<file path="src/rtl/deser_flex.sv">
// Serial-to-parallel deserializer with configurable bit order, early word
// termination via data_last_i, and a single registered output stage.
module deser_flex #(
   parameter int unsigned DATA_W    = 16,
   parameter bit          MSB_FIRST = 1'b1,
   localparam int unsigned LEN_W    = $clog2(DATA_W + 1)
) (
   input  logic              clk_i,
   input  logic              srst_i,
   input  logic              data_i,
   input  logic              data_val_i,
   input  logic              data_last_i,
   output logic              data_ready_o,
   output logic [DATA_W-1:0] deser_data_o,
   output logic [LEN_W-1:0]  deser_len_o,
   output logic              deser_data_val_o,
   input  logic              deser_ready_i
);

   localparam int unsigned CNT_W = $clog2(DATA_W);

   logic [CNT_W-1:0]  cnt_q, cnt_d;
   logic [DATA_W-1:0] asm_q, asm_d;
   logic [DATA_W-1:0] out_data_q, out_data_d;
   logic [LEN_W-1:0]  out_len_q, out_len_d;
   logic              out_val_q, out_val_d;

   logic              accept;
   logic              complete;
   logic [CNT_W-1:0]  pos;
   logic [DATA_W-1:0] word;

   // A free output slot (or one being drained this cycle) lets a bit in.
   assign data_ready_o = srst_i || !out_val_q || deser_ready_i;

   always_comb begin
      cnt_d      = cnt_q;
      asm_d      = asm_q;
      out_data_d = out_data_q;
      out_len_d  = out_len_q;
      out_val_d  = out_val_q;

      accept   = data_val_i && data_ready_o;
      complete = accept && (data_last_i || (cnt_q == CNT_W'(DATA_W - 1)));
      pos      = MSB_FIRST ? (CNT_W'(DATA_W - 1) - cnt_q) : cnt_q;

      word      = asm_q;
      word[pos] = data_i;

      if (out_val_q && deser_ready_i) begin
         out_val_d = 1'b0;
      end

      if (complete) begin
         out_data_d = word;
         out_len_d  = LEN_W'(cnt_q) + LEN_W'(1);
         out_val_d  = 1'b1;
         cnt_d      = '0;
         asm_d      = '0;
      end else if (accept) begin
         cnt_d = cnt_q + CNT_W'(1);
         asm_d = word;
      end
   end

   always_ff @(posedge clk_i) begin
      if (srst_i) begin
         cnt_q      <= '0;
         asm_q      <= '0;
         out_data_q <= '0;
         out_len_q  <= '0;
         out_val_q  <= 1'b0;
      end else begin
         cnt_q      <= cnt_d;
         asm_q      <= asm_d;
         out_data_q <= out_data_d;
         out_len_q  <= out_len_d;
         out_val_q  <= out_val_d;
      end
   end

   assign deser_data_o     = out_data_q;
   assign deser_len_o      = out_len_q;
   assign deser_data_val_o = out_val_q;

endmodule

</file>
<file path="config.mk">
export PLATFORM = sky130hd
export DESIGN_NAME = deser_flex
export DESIGN_NICKNAME = d
export VERILOG_FILES = /design/src/rtl/deser_flex.sv
export SDC_FILE = /design/constraint.sdc
export NUM_CORES = 1
export LEC_CHECK = 0
export ABC_AREA = 1
export CORE_AREA = 5 5 72 74
export DETAILED_ROUTE_END_ITERATION = 7
export DIE_AREA = 0 0 77 79
export GPL_TIMING_DRIVEN = 1
export PLACE_DENSITY = 0.68
export SETUP_SLACK_MARGIN = 0.02
export SLEW_MARGIN = 40
export SYNTH_ARGS = -nofsm -noshare
export SYNTH_HDL_FRONTEND = slang
export SYNTH_SLANG_ARGS = --single-unit
</file>
<file path="constraint.sdc">
create_clock -name clk_i -period 1.7 [get_ports clk_i]
set_clock_uncertainty 0.05 [all_clocks]
set_input_delay 0.17 -clock clk_i [delete_from_list [all_inputs] [get_ports clk_i]]
set_output_delay 0.17 -clock clk_i [all_outputs]
set_load 0.05 [all_outputs]
</file>
Word level (Yosys, flattened, before mapping)
Cells that the tools add are included.
Word-level totals
  flip-flop bits (word level): 42
  bits of input ports: 6
  logic and storage cells: 26
Operators by class
  reductions and logical operators: 10
  equal/unequal tests: 1
  $lt $le $gt $ge: 2
  mux-type cells: 5
  add/sub/neg operators: 3
Operators by type and width (number)
  16-bit bitwise mux: 1
  4-bit by 1-bit adder with 5-bit output (second input constant): 1
  4-bit by 5-bit less-than comparator with 1-bit output (second input constant): 1
  4-bit by 1-bit adder with 4-bit output (second input constant): 1
  1-bit demux with 4-bit select: 1
  4-bit == test (second input constant): 1
  4-bit by 1-bit >= comparator with 1-bit output (second input constant): 1
  1-bit logical AND: 4
  4-bit subtractor (first input constant): 1
  1-bit logical OR: 3
  1-bit 2-to-1 mux: 3
  2-bit nonzero test: 1
  2-bit OR reduction: 1
  1-bit logical NOT: 1

Longest topological paths before layout
  word-level depth: 6
  gate-level depth with buffers: 9
  depth with buffers taken out: 8

Least setup slack after synthesis
Ideal clock, no wire load.
  kind: register to register
  from: register out_val_q (netlist: deser_data_val_o)
  to: register out_data_q[0] (netlist: deser_data_o[0])
  buffers on the path: 1
  data required time: 1590 ps
  setup slack: 54 ps
  stages on the path, launching flop included: 6
  data arrival time: 1536 ps
  cells stage by stage: dfxtp_1 > nand3_4 > nand3_4 > buf_2 > nand3_1 > nand2_1
Between the ends
  cells in the longest elaborated chain, start to end: 5
RTL lines
  start, declared: RTL line 26  | logic out_val_q, out_val_d;
  start signal, assigned: RTL line 78  | out_val_q <= out_val_d;
  1-bit logical NOT: RTL line 34  | assign data_ready_o = srst_i || !out_val_q || deser_ready_i;
  1-bit logical OR (2 in series): RTL line 34
  net data_ready_o: RTL line 13  | output logic data_ready_o,
  1-bit logical AND: RTL line 43  | accept = data_val_i && data_ready_o;
  1-bit logical AND: RTL line 44  | complete = accept && (data_last_i || (cnt_q == CNT_W'(DATA_W - 1)));
  end signal, assigned: RTL line 76  | out_data_q <= out_data_d;
  end, declared: RTL line 24  | logic [DATA_W-1:0] out_data_q, out_data_d;
The timed path passes the listed nets, and every way through them passes these cells.
A chain may end at the register's enable or synchronous reset.

Final worst setup path
  from: register out_data_q[12] (netlist: deser_data_o[12])
  to: output deser_data_o[12]
RTL lines
  end, declared: RTL line 14  | output logic [DATA_W-1:0] deser_data_o,
No word-level cell between the ends.

==> qor.yml <==
synth:
  synth_nets: 287
  synth_seq_cells: 42
  ys_types: 19
  synth_top_family_by_area: "simple AND/OR/NAND/NOR gates"
  syn-cell-area_mm2: 0.001951
  syn_avg_cell_area_um2: 7.042
  synth_xor_area_share_pct: 0.4490
  synth_area_leader_cell: "dfxtp_1"
  yosys_warnings: 0
  ys_top_cells_by_area: "dfxtp_1 43%, nand2_1 22%, nand3_1 9.5%"
  synth-simple-area-share_pct: 39.96
  synth-adder-area-share_pct: 2.566
  synthMuxAreaShare_pct: 0
  synth_compound_area_share_pct: 5.901
  ys_seq_area_share_pct: 43.10
  netlist_instances: 277
  synth_top_area_share_pct: 43.10
die:
  fp.dieW_um: 77
  die_area_mm2: 0.006083
  row_count: 25
  core_area_mm2: 0.004536
  die_h_um: 79
  start_util_pct: 43.01
  pin_count: 29
final_layout:
  fin_cells: 362
  final_cell_area_mm2: 0.002359
  diodes: 0
  nets: 317
  drive_gt1_share_pct: 15.91
  synthToLayoutAreaGrowth_pct: 20.91
  fill_cells: 445
cts:
  cts-htree-levels: 2
  cts_tree: "done"
  numCtsBuffers: 5
  cts_sinks: 42
  clk_path_buf_depth: 2
  clk-insertion-delay-late_ns: 0.29
  clk_pin_slew_ns: 0.08
  root_buffer: "clkbuf_8"
routing:
  route.detailed.drc: 0
  drt_iter0_drc: 68
  drt-total-wl_mm: 4.347
  first_pass_iters: 4
  drtAntennaViolNets: 0
  detail_route.wl_per_cell_um: 12.01
  vias_per_cell: 4.945
  vias: 1790
worst_setup_path:
  rrSetupSlack_ns: 0.20
  cp_cell_sequence: "clkdlybuf4s50_1"
  critPathMaxFanout: 2
  path_delay_family: "buffers and inverters"
  startpoint_type: "register"
  worst-setup-path-type: "reg2out"
  r2r-end: "deser_data_o[11]"
  slowest_delay_ns: 0.80
  worst-path-buf-inv: 1
  end_kind: "primary output"
  worst-path-stages: 1
  reg2reg_from: "cnt_q[0]"
  rr_worst_depth: 8
  crit_required_ns: 1.48
  cp.arrival_ns: 1.42
  cp_slowest_cell: "clkdlybuf4s50_1"
global_routing:
  grt.busiest_layer: "met2"
  grt_first_pass_wirelength_mm: 7.866
  gr-usage-met2_pct: 25.13
  grt-ovfl-total: 0
  antenna_found_initial: 0
  grtUsageTotal_pct: 15.56
  grt_max_degree: 25
  first_global_vias: 1742
  use_met1_pct: 19.51
  grt.met3_usage_pct: 4.308
worst_hold_path:
  worstHoldEndpoint: "asm_q[0]"
  holdCritStartpoint: "asm_q[0]"
  whs_path_depth: 2
  holdCritPathClass: "reg2reg"
timing:
  drv_slew: 0
  rsz0062_at_grt: "false"
  relSlewSlack_pct: 67.19
  fin_tns_setup_ns: 0
  tightest_slew_ns: 0.4907
  fin_crit_sh_pct: 96.23
  fin_crit_ns: 1.636
  fmax_mhz: 611.3
  setup_viol: 0
  hold_violations: 0
  fin_ws_ns: 0.06403
power_and_ir_drop:
  peakVddDrop_uv: 486.7
  total_power_mw: 1.997
  p_per_area_mw_per_mm2: 846.8
  p_leak_nw: 1.073
place:
  gp_congestion: 0.8246
  post_dp_cell_area_mm2: 0.002246
  dp_slack_ns: 0.07613
  place_hpwl_mm: 3.144
  numPortBuffers: 28
  place_inst: 354
flow_run:
  maxCapViolations: 0
run_status:
  status: "finished clean"
==> layout make-up <==
class                           count  area, um^2  area share (%)
Tap cell                           54       67.56           2.865
Clock buffer                        6       72.57           3.077
Inverter                           17       63.81           2.706
Clock inverter                      2       37.54           1.592
Sequential cell                    42       843.3           35.76
Timing Repair Buffer               39       320.3           13.58
Multi-Input combinational cell    202       953.4           40.42
==> state kept, by name, indices dropped and copies added (netlist names) <==
register,flops
cnt_q,4
deser_data_val_o,1
asm_q,16
deser_data_o,16
deser_len_o,5
==> Yosys cell counts (all sizes together) <==
master  number
dfxtp       42
ha           4
inv         17
nand2      114
xnor2        1
buf         15
nor2         9
clkbuf       1
o21ai        6
nand4       12
a21oi       17
nand3       39
==> power by group <==
group          total (mW)  switching (mW)  leakage, nW  internal (mW)
Combinational       0.204           0.139        0.681         0.0650
Clock               0.782           0.344       0.0514          0.438
Sequential           1.01          0.0116        0.341           1.00
Total                2.00           0.494         1.07           1.50
==> layer usage <==
layer  vias up  share of wire [%]
li1        948                  -
met1       798                 47
met2        37                 47
met3         7                5.1
met4         0                1.7
met5         -                  0
==> kinds of logic (layout without fill, tap and decap cells) <==
logic type                 count (synthesis)  in the layout
buffers and inverters                     33             64
DFF                                       42             42
AOI/OAI and AO/OA                         23             23
and+or+nand+nor                          174            174
xor gates and xnor gates                   1              1
adders and majority gates                  4              4
==> worst max-delay path by stage <==
| stage | from | endpoint | slack (ns) |
|---|---|---|---|
| floorplan | deser_data_val_o | deser_data_o[0] | 0.05 |
| global placement | data_i | asm_q[12] | 0.15 |
| detailed placement | data_i | asm_q[15] | 0.08 |
| CTS | deser_data_o[12] | deser_data_o[12] | 0.05 |
| global route | deser_data_o[12] | deser_data_o[12] | 0.03 |
| finish | deser_data_o[12] | deser_data_o[12] | 0.06 |
==> metrics by stage <==
step | utilization [%] | hold slack, ns
2_1_floorplan | - | 0.1891
3_3_place_gp | 49.52 | 0.3941
3_5_place_dp | 49.52 | 0.4052
4_1_cts | 51.94 | 0.4184
5_1_grt | 52.00 | 0.4371
6_report | 52.00 | 0.4140
==> tightest hold or removal path: cells and delay by family, from the launching register on <==
family                 cells  cell delay, ns
buffers and inverters      1            0.05
AOI/OAI and AO/OA          1            0.05
DFF                        1            0.32
==> placed cells by master (no fill, tap or decap), drive strengths merged <==
| cell type | n |
|---|---|
| dfxtp | 42 |
| ha | 4 |
| clkdlybuf4s50 | 6 |
| xnor2 | 1 |
| nand4 | 12 |
| nand3 | 39 |
| o21ai | 6 |
| clkinvlp | 1 |
| inv | 17 |
| clkbuf | 6 |
| nand2 | 114 |
| buf | 33 |
| nor2 | 9 |
| bufinv | 1 |
| a21oi | 17 |
==> timing repair <==
action,in CTS,in global routing
setup buffers,0,0
resized for setup,0,2
hold buffers,0,0
endpoints found under the setup margin,0,6
No activity file was read; power rests on OpenSTA's default activity.
